**src/rtl/jpeg_wbm_arb.sv**
```systemverilog
// Round-robin arbiter sharing one Wishbone master port between the block-fetch DMA (m0) and write-back DMA (m1).
// Grant registered, held for the whole cyc, followed by a one-cycle release gap; optional watchdog via JPEG_WBARB_TIMEOUT_EN.
module jpeg_wbm_arb #(
    parameter int TIMEOUT = 1024,
    parameter int CNT_W   = 16
) (
    input  logic             clk_i,
    input  logic             rst_i,
    input  logic             m0_cyc_i,
    input  logic             m0_stb_i,
    input  logic             m0_we_i,
    input  logic [3:0]       m0_sel_i,
    input  logic [31:0]      m0_adr_i,
    input  logic [31:0]      m0_dat_i,
    output logic [31:0]      m0_dat_o,
    output logic             m0_ack_o,
    output logic             m0_err_o,
    input  logic             m1_cyc_i,
    input  logic             m1_stb_i,
    input  logic             m1_we_i,
    input  logic [3:0]       m1_sel_i,
    input  logic [31:0]      m1_adr_i,
    input  logic [31:0]      m1_dat_i,
    output logic [31:0]      m1_dat_o,
    output logic             m1_ack_o,
    output logic             m1_err_o,
    output logic             s_cyc_o,
    output logic             s_stb_o,
    output logic             s_we_o,
    output logic [3:0]       s_sel_o,
    output logic [31:0]      s_adr_o,
    output logic [31:0]      s_dat_o,
    input  logic [31:0]      s_dat_i,
    input  logic             s_ack_i,
    input  logic             s_err_i,
    output logic [1:0]       gnt_o,
    output logic [CNT_W-1:0] cnt0_o,
    output logic [CNT_W-1:0] cnt1_o,
    output logic             timeout_o,
    input  logic             clr_i
);
    typedef enum logic [1:0] {IDLE, GNT0, GNT1, REL} state_t;

    state_t state;
    logic   last;
    logic   wd_hit;

`ifdef JPEG_WBARB_TIMEOUT_EN
    localparam int WD_W = $clog2(TIMEOUT + 1);
    logic [WD_W-1:0] wd_cnt;

    // Fires on the TIMEOUT-th consecutive granted cycle without a termination.
    assign wd_hit = (gnt_o != 2'b00) && !s_ack_i && !s_err_i && (wd_cnt == WD_W'(TIMEOUT - 1));

    always_ff @(posedge clk_i or posedge rst_i) begin
        if (rst_i) begin
            wd_cnt    <= '0;
            timeout_o <= 1'b0;
        end else begin
            if (gnt_o == 2'b00 || s_ack_i || s_err_i)
                wd_cnt <= '0;
            else
                wd_cnt <= wd_cnt + 1'b1;
            if (clr_i)
                timeout_o <= 1'b0;
            else if (wd_hit)
                timeout_o <= 1'b1;
        end
    end
`else
    // Watchdog compiled out: the comparison is constant false for any legal TIMEOUT.
    assign wd_hit    = (TIMEOUT < 0);
    assign timeout_o = 1'b0;
`endif

    always_ff @(posedge clk_i or posedge rst_i) begin
        if (rst_i) begin
            state  <= IDLE;
            last   <= 1'b1;
            gnt_o  <= 2'b00;
            cnt0_o <= '0;
            cnt1_o <= '0;
        end else begin
            case (state)
                IDLE: begin
                    if (m0_cyc_i && (!m1_cyc_i || last)) begin
                        state  <= GNT0;
                        gnt_o  <= 2'b01;
                        last   <= 1'b0;
                        cnt0_o <= cnt0_o + 1'b1;
                    end else if (m1_cyc_i) begin
                        state  <= GNT1;
                        gnt_o  <= 2'b10;
                        last   <= 1'b1;
                        cnt1_o <= cnt1_o + 1'b1;
                    end
                end
                GNT0: if (!m0_cyc_i || wd_hit) begin
                    state <= REL;
                    gnt_o <= 2'b00;
                end
                GNT1: if (!m1_cyc_i || wd_hit) begin
                    state <= REL;
                    gnt_o <= 2'b00;
                end
                default: begin
                    state <= IDLE;
                    gnt_o <= 2'b00;
                end
            endcase
            // Placed last so a clear beats a same-cycle increment.
            if (clr_i) begin
                cnt0_o <= '0;
                cnt1_o <= '0;
            end
        end
    end

    // s_cyc_o comes only from the registered grant, never from m*_cyc_i.
    always_comb begin
        s_cyc_o = (gnt_o != 2'b00);
        s_stb_o = 1'b0;
        s_we_o  = 1'b0;
        s_sel_o = '0;
        s_adr_o = '0;
        s_dat_o = '0;
        if (gnt_o[0]) begin
            s_stb_o = m0_stb_i;
            s_we_o  = m0_we_i;
            s_sel_o = m0_sel_i;
            s_adr_o = m0_adr_i;
            s_dat_o = m0_dat_i;
        end else if (gnt_o[1]) begin
            s_stb_o = m1_stb_i;
            s_we_o  = m1_we_i;
            s_sel_o = m1_sel_i;
            s_adr_o = m1_adr_i;
            s_dat_o = m1_dat_i;
        end
    end

    assign m0_dat_o = s_dat_i;
    assign m1_dat_o = s_dat_i;
    assign m0_ack_o = gnt_o[0] & s_ack_i;
    assign m1_ack_o = gnt_o[1] & s_ack_i;
    assign m0_err_o = gnt_o[0] & (s_err_i | wd_hit);
    assign m1_err_o = gnt_o[1] & (s_err_i | wd_hit);
endmodule

```
**config.mk**
```make
export PLATFORM = sky130hd
export DESIGN_NAME = jpeg_wbm_arb
export DESIGN_NICKNAME = d
export VERILOG_FILES = /design/src/rtl/jpeg_wbm_arb.sv
export SDC_FILE = /design/constraint.sdc
export NUM_CORES = 1
export LEC_CHECK = 0
export CAP_MARGIN = 30
export CORE_AREA = 4 4 135 137
export DETAILED_ROUTE_END_ITERATION = 10
export DIE_AREA = 0 0 139 141
export DONT_BUFFER_PORTS = 1
export PLACE_DENSITY = 0.39
export SKIP_LAST_GASP = 1
export SYNTH_ARGS = -nofsm -noshare
export SYNTH_HDL_FRONTEND = slang
export SYNTH_SLANG_ARGS = --single-unit
```
**constraint.sdc**
```tcl
create_clock -name clk_i -period 2.3 [get_ports clk_i]
set_input_delay 0.23 -clock clk_i [delete_from_list [all_inputs] [get_ports clk_i]]
set_output_delay 0.23 -clock clk_i [all_outputs]
set_load 0.03 [all_outputs]
```
==> reports/qor.json <==
{
  "worstPathMaxFanout": 7,
  "num_io_pins": 353,
  "tritoncts": "built",
  "sw_frac_of_total_pct": 53.2,
  "yosys.cell_types.count": 41,
  "placement.io_buffers": 0,
  "design.core.area_um2": 17100,
  "worstSetupEndpointType": "flop",
  "antenna_left": 0,
  "arrival_ps": 2290,
  "syn_area_um2": 3180,
  "postSynthNetCount": 552,
  "path_clk_slew_ps": 50,
  "final-max-slew-violation-count": 0,
  "holdCritStartpoint": "clr_i",
  "worstReg2RegStart": "state[0]",
  "wire_length_of_the_first_global_routing_pass_um": 18500,
  "layout-drive-gt1-share_pct": 19.5,
  "timing.critical_path.required_ps": 2460,
  "post_cts_buffers": 0,
  "syn2layout_area_growth_pct": 11.5,
  "final_nets": 517,
  "clock_insertion_delay_worst_skew_ps": 280,
  "setup_tns_ps": 0,
  "worst-setup-path-type": "reg2reg",
  "cts-buffers-inserted": 5,
  "ctsRootBufferMaster": "sky130_fd_sc_hd__clkbuf_16",
  "power.net_switching_mw": 2.32,
  "number_of_global_route_vias_before_repair": 2542,
  "syn_area_per_cell_um2": 8.66,
  "initial_utilization_pct": 18.6,
  "worstHoldEndpoint": "cnt0_o[15]",
  "run_status": "finished, final reports clean",
  "power.share.clock_pct": 15.8,
  "synth.yosys.seq_area_share_pct": 29.2,
  "sink_count_of_the_clock_tree": 37,
  "max_slew.worst_pin.slew_ps": 583,
  "totalWireLength_um": 13800,
  "yosys-mux-area-fraction_pct": 2.40,
  "skew_ps": 4.32,
  "period_minus_slack_ps": 2130,
  "antenna_cells": 0,
  "detail_route.iter0.violations": 84,
  "detailed_route_wire_length_per_cell_um": 24.7,
  "timing.hold.worst.class": "in2reg",
  "rsz0062_at_grt": "no",
  "synthesis.yosys.warnings": 0,
  "timing.max_cap.violations": 0,
  "yosys_register_bits": 37,
  "viasPerCell": 4.85,
  "p_seq_share_pct": 17.5,
  "synthXorXnorAreaFrac_pct": 4.13,
  "place_hpwl_um": 11700,
  "cellLeakagePower_nw": 1.44,
  "timing.max_slew.rel_slack_pct": 61.1,
  "power.combinational.fraction_pct": 66.6,
  "place.gp.congestion": 0.788,
  "main_combinational_cell_family_by_area_after_synthesis": "compound AO/OA/AOI/OAI gates",
  "reg2reg_to": "cnt1_o[14]",
  "timing.final.hold_violations": 0,
  "synth_simple_gate_area_share_pct": 16.8,
  "post_synth_fa_ha_maj_area_fraction_pct": 2.36,
  "die_area_um2": 19600,
  "totalPowerFinal_mw": 4.36,
  "cellInternalPower_mw": 2.04,
  "overflow": 0,
  "cts_max_level": 2,
  "worst_r2r_path_depth": 6,
  "drt_pre_antenna_iters": 4,
  "largest_vdd_supply_drop_mv": 0.781,
  "post_synth_inst_count": 367,
  "fmax_ghz": 0.469,
  "maximum_number_of_pins_on_one_net_before_global_route_repair": 71,
  "p_per_area_nw_per_um2": 1230,
  "setup.reg_to_reg.worst_slack_ps": 170,
  "row_count": 48,
  "setup.worst_path.start_class": "flop",
  "synth-compound-area-share_pct": 25.2,
  "groute.usage.overall_pct": 12.7,
  "finalCritPeriodShare_pct": 92.6,
  "utilization_pct": 20.8,
  "worst_hold_path_cell_count": 1,
  "dieWidth_um": 139,
  "via_count": 2707,
  "final_count_of_negative_setup_slack_endpoints": 0,
  "die_y_um": 141,
  "antenna_violations_before_repair": 1,
  "route.detailed.drc": 0,
  "clock_tree.buffer_depth": 2
}
[logic make-up after synthesis]
kind of cell / Yosys count
simple gates: 99
flops: 37
buf+inv: 100
compound gates: 102
fa+ha+maj: 6
other cells: 1
mux: 7
xor+xnor: 15
[worst max-delay path: stages, from the launching register on]
cell and delay [ps]:
sky130_fd_sc_hd__dfrtp_1 390, sky130_fd_sc_hd__inv_1 100, sky130_fd_sc_hd__ha_1 310, sky130_fd_sc_hd__nand2_2 100, sky130_fd_sc_hd__or3_1 430, sky130_fd_sc_hd__nor4_2 320
sky130_fd_sc_hd__mux2_2 360
[flip-flops by register name, summed over array words and instances, names as in the netlist]
name / count
cnt0_o: 16
cnt1_o: 16
last: 1
state: 2
gnt_o: 2
[power by group through the flow]
stage / Clock (mW) / Sequential [mW] / Combinational, mW
floorplan: 0 / 0.820 / 2.21
detailed placement: 0 / 0.778 / 2.94
finish: 0.690 / 0.765 / 2.91
global placement: 0 / 0.776 / 2.92
global route: 0.747 / 0.773 / 3.09
CTS: 0.710 / 0.767 / 2.95
[stage by stage]
stage | setup slack [ps] | instances | cell area (µm²) | hold WS, ps
floorplan | 223 | 367 | 3180 | 406
global placement | 222 | 548 | 3370 | 275
detailed placement | 131 | 548 | 3370 | 274
CTS | 117 | 557 | 3530 | 2.15
global route | 38.4 | 558 | 3540 | 2.61
finish | 170 | 558 | 3540 | 10.8
[synthesized netlist by cell type]
| cell | n | share of area, % |
|---|---|---|
| sky130_fd_sc_hd__o21ai_0 | 10 | 1.6 |
| sky130_fd_sc_hd__or3_1 | 9 | 1.8 |
| sky130_fd_sc_hd__buf_4 | 65 | 15 |
| sky130_fd_sc_hd__conb_1 | 1 | 0.12 |
| sky130_fd_sc_hd__nand2_2 | 1 | 0.20 |
| sky130_fd_sc_hd__clkbuf_1 | 22 | 2.6 |
| sky130_fd_sc_hd__o31ai_1 | 4 | 0.94 |
| sky130_fd_sc_hd__o41ai_1 | 1 | 0.28 |
| sky130_fd_sc_hd__and2_4 | 1 | 0.28 |
| sky130_fd_sc_hd__nand2b_1 | 1 | 0.20 |
| sky130_fd_sc_hd__and3_1 | 2 | 0.39 |
| sky130_fd_sc_hd__a22o_1 | 70 | 19 |
| sky130_fd_sc_hd__nor3b_1 | 1 | 0.24 |
| sky130_fd_sc_hd__ha_1 | 6 | 2.4 |
| sky130_fd_sc_hd__nand4_1 | 7 | 1.4 |
| sky130_fd_sc_hd__buf_6 | 1 | 0.35 |
| sky130_fd_sc_hd__mux2i_1 | 2 | 0.63 |
| sky130_fd_sc_hd__nand3_1 | 10 | 1.6 |
| sky130_fd_sc_hd__nor4_1 | 7 | 1.4 |
| sky130_fd_sc_hd__and4_1 | 3 | 0.83 |
| sky130_fd_sc_hd__and2_1 | 6 | 1.2 |
| sky130_fd_sc_hd__nand4b_1 | 1 | 0.28 |
| sky130_fd_sc_hd__o211ai_1 | 1 | 0.24 |
| sky130_fd_sc_hd__xnor2_1 | 9 | 2.5 |
| sky130_fd_sc_hd__nor2b_1 | 4 | 0.79 |
| sky130_fd_sc_hd__nor3_1 | 4 | 0.63 |
| sky130_fd_sc_hd__o21ba_2 | 1 | 0.31 |
| sky130_fd_sc_hd__nor2_1 | 21 | 2.5 |
| sky130_fd_sc_hd__inv_1 | 11 | 1.3 |
| sky130_fd_sc_hd__o31a_1 | 1 | 0.28 |
| sky130_fd_sc_hd__mux2_2 | 5 | 1.8 |
| sky130_fd_sc_hd__a21oi_1 | 13 | 2.0 |
| sky130_fd_sc_hd__dfstp_2 | 1 | 0.83 |
| sky130_fd_sc_hd__buf_2 | 1 | 0.16 |
| sky130_fd_sc_hd__xor2_1 | 6 | 1.7 |
| sky130_fd_sc_hd__or2_2 | 2 | 0.39 |
| sky130_fd_sc_hd__a221oi_1 | 1 | 0.28 |
| sky130_fd_sc_hd__dfrtp_1 | 36 | 28 |
| sky130_fd_sc_hd__or4_1 | 4 | 0.94 |
| sky130_fd_sc_hd__nor4b_1 | 1 | 0.28 |
| sky130_fd_sc_hd__nand2_1 | 14 | 1.7 |
[final cells by class]
cell class	count	area, µm²
multi-input combinational	230	1640
tap	225	282
sequential	37	928
clock buffer	8	146
inverter	11	41.3
fill	1922	13500
timing repair buffer	47	508
[worst max-delay path by stage]
stage / start / to / slack (ps) / cells past startpoint
2_1_floorplan: state[0] / cnt1_o[14] / 220 / 7
3_3_place_gp: state[0] / cnt1_o[14] / 220 / 6
3_5_place_dp: state[0] / cnt1_o[14] / 130 / 6
4_1_cts: state[0] / cnt1_o[14] / 120 / 6
5_1_grt: state[0] / cnt1_o[14] / 40 / 6
6_report: state[0] / cnt1_o[14] / 170 / 6
[repair_timing]
| action | 4_1_cts | 5_1_grt |
|---|---|---|
| gates resized for setup | 0 | 1 |
| endpoints found under the hold margin | 36 | 3 |
| setup endpoints to repair | 0 | 1 |
| hold buffers | 1 | 1 |
[placed cells by master (no fill, tap or decap), drive strengths merged, types with 4 or more instances in the layout]
cell    instances
a22o           70
buf            45
dfrtp          36
nor2           21
nand2          15
a21oi          13
inv            11
o21ai          10
nand3          10
xnor2           9
or3             9
clkbuf          8
nand4           7
and2            7
nor4            7
xor2            6
ha              6
mux2            5
nor2b           4
nor3            4
o31ai           4
or4             4
[routing by layer]
metal	global-route usage, %	wire length [µm]	up-vias
li1	-	-	1212
met1	16.1	5500	1322
met2	17.6	6030	145
met3	8.55	1950	26
met4	3.19	296	2
met5	0	13	-
(Power assumes the default switching activity.)
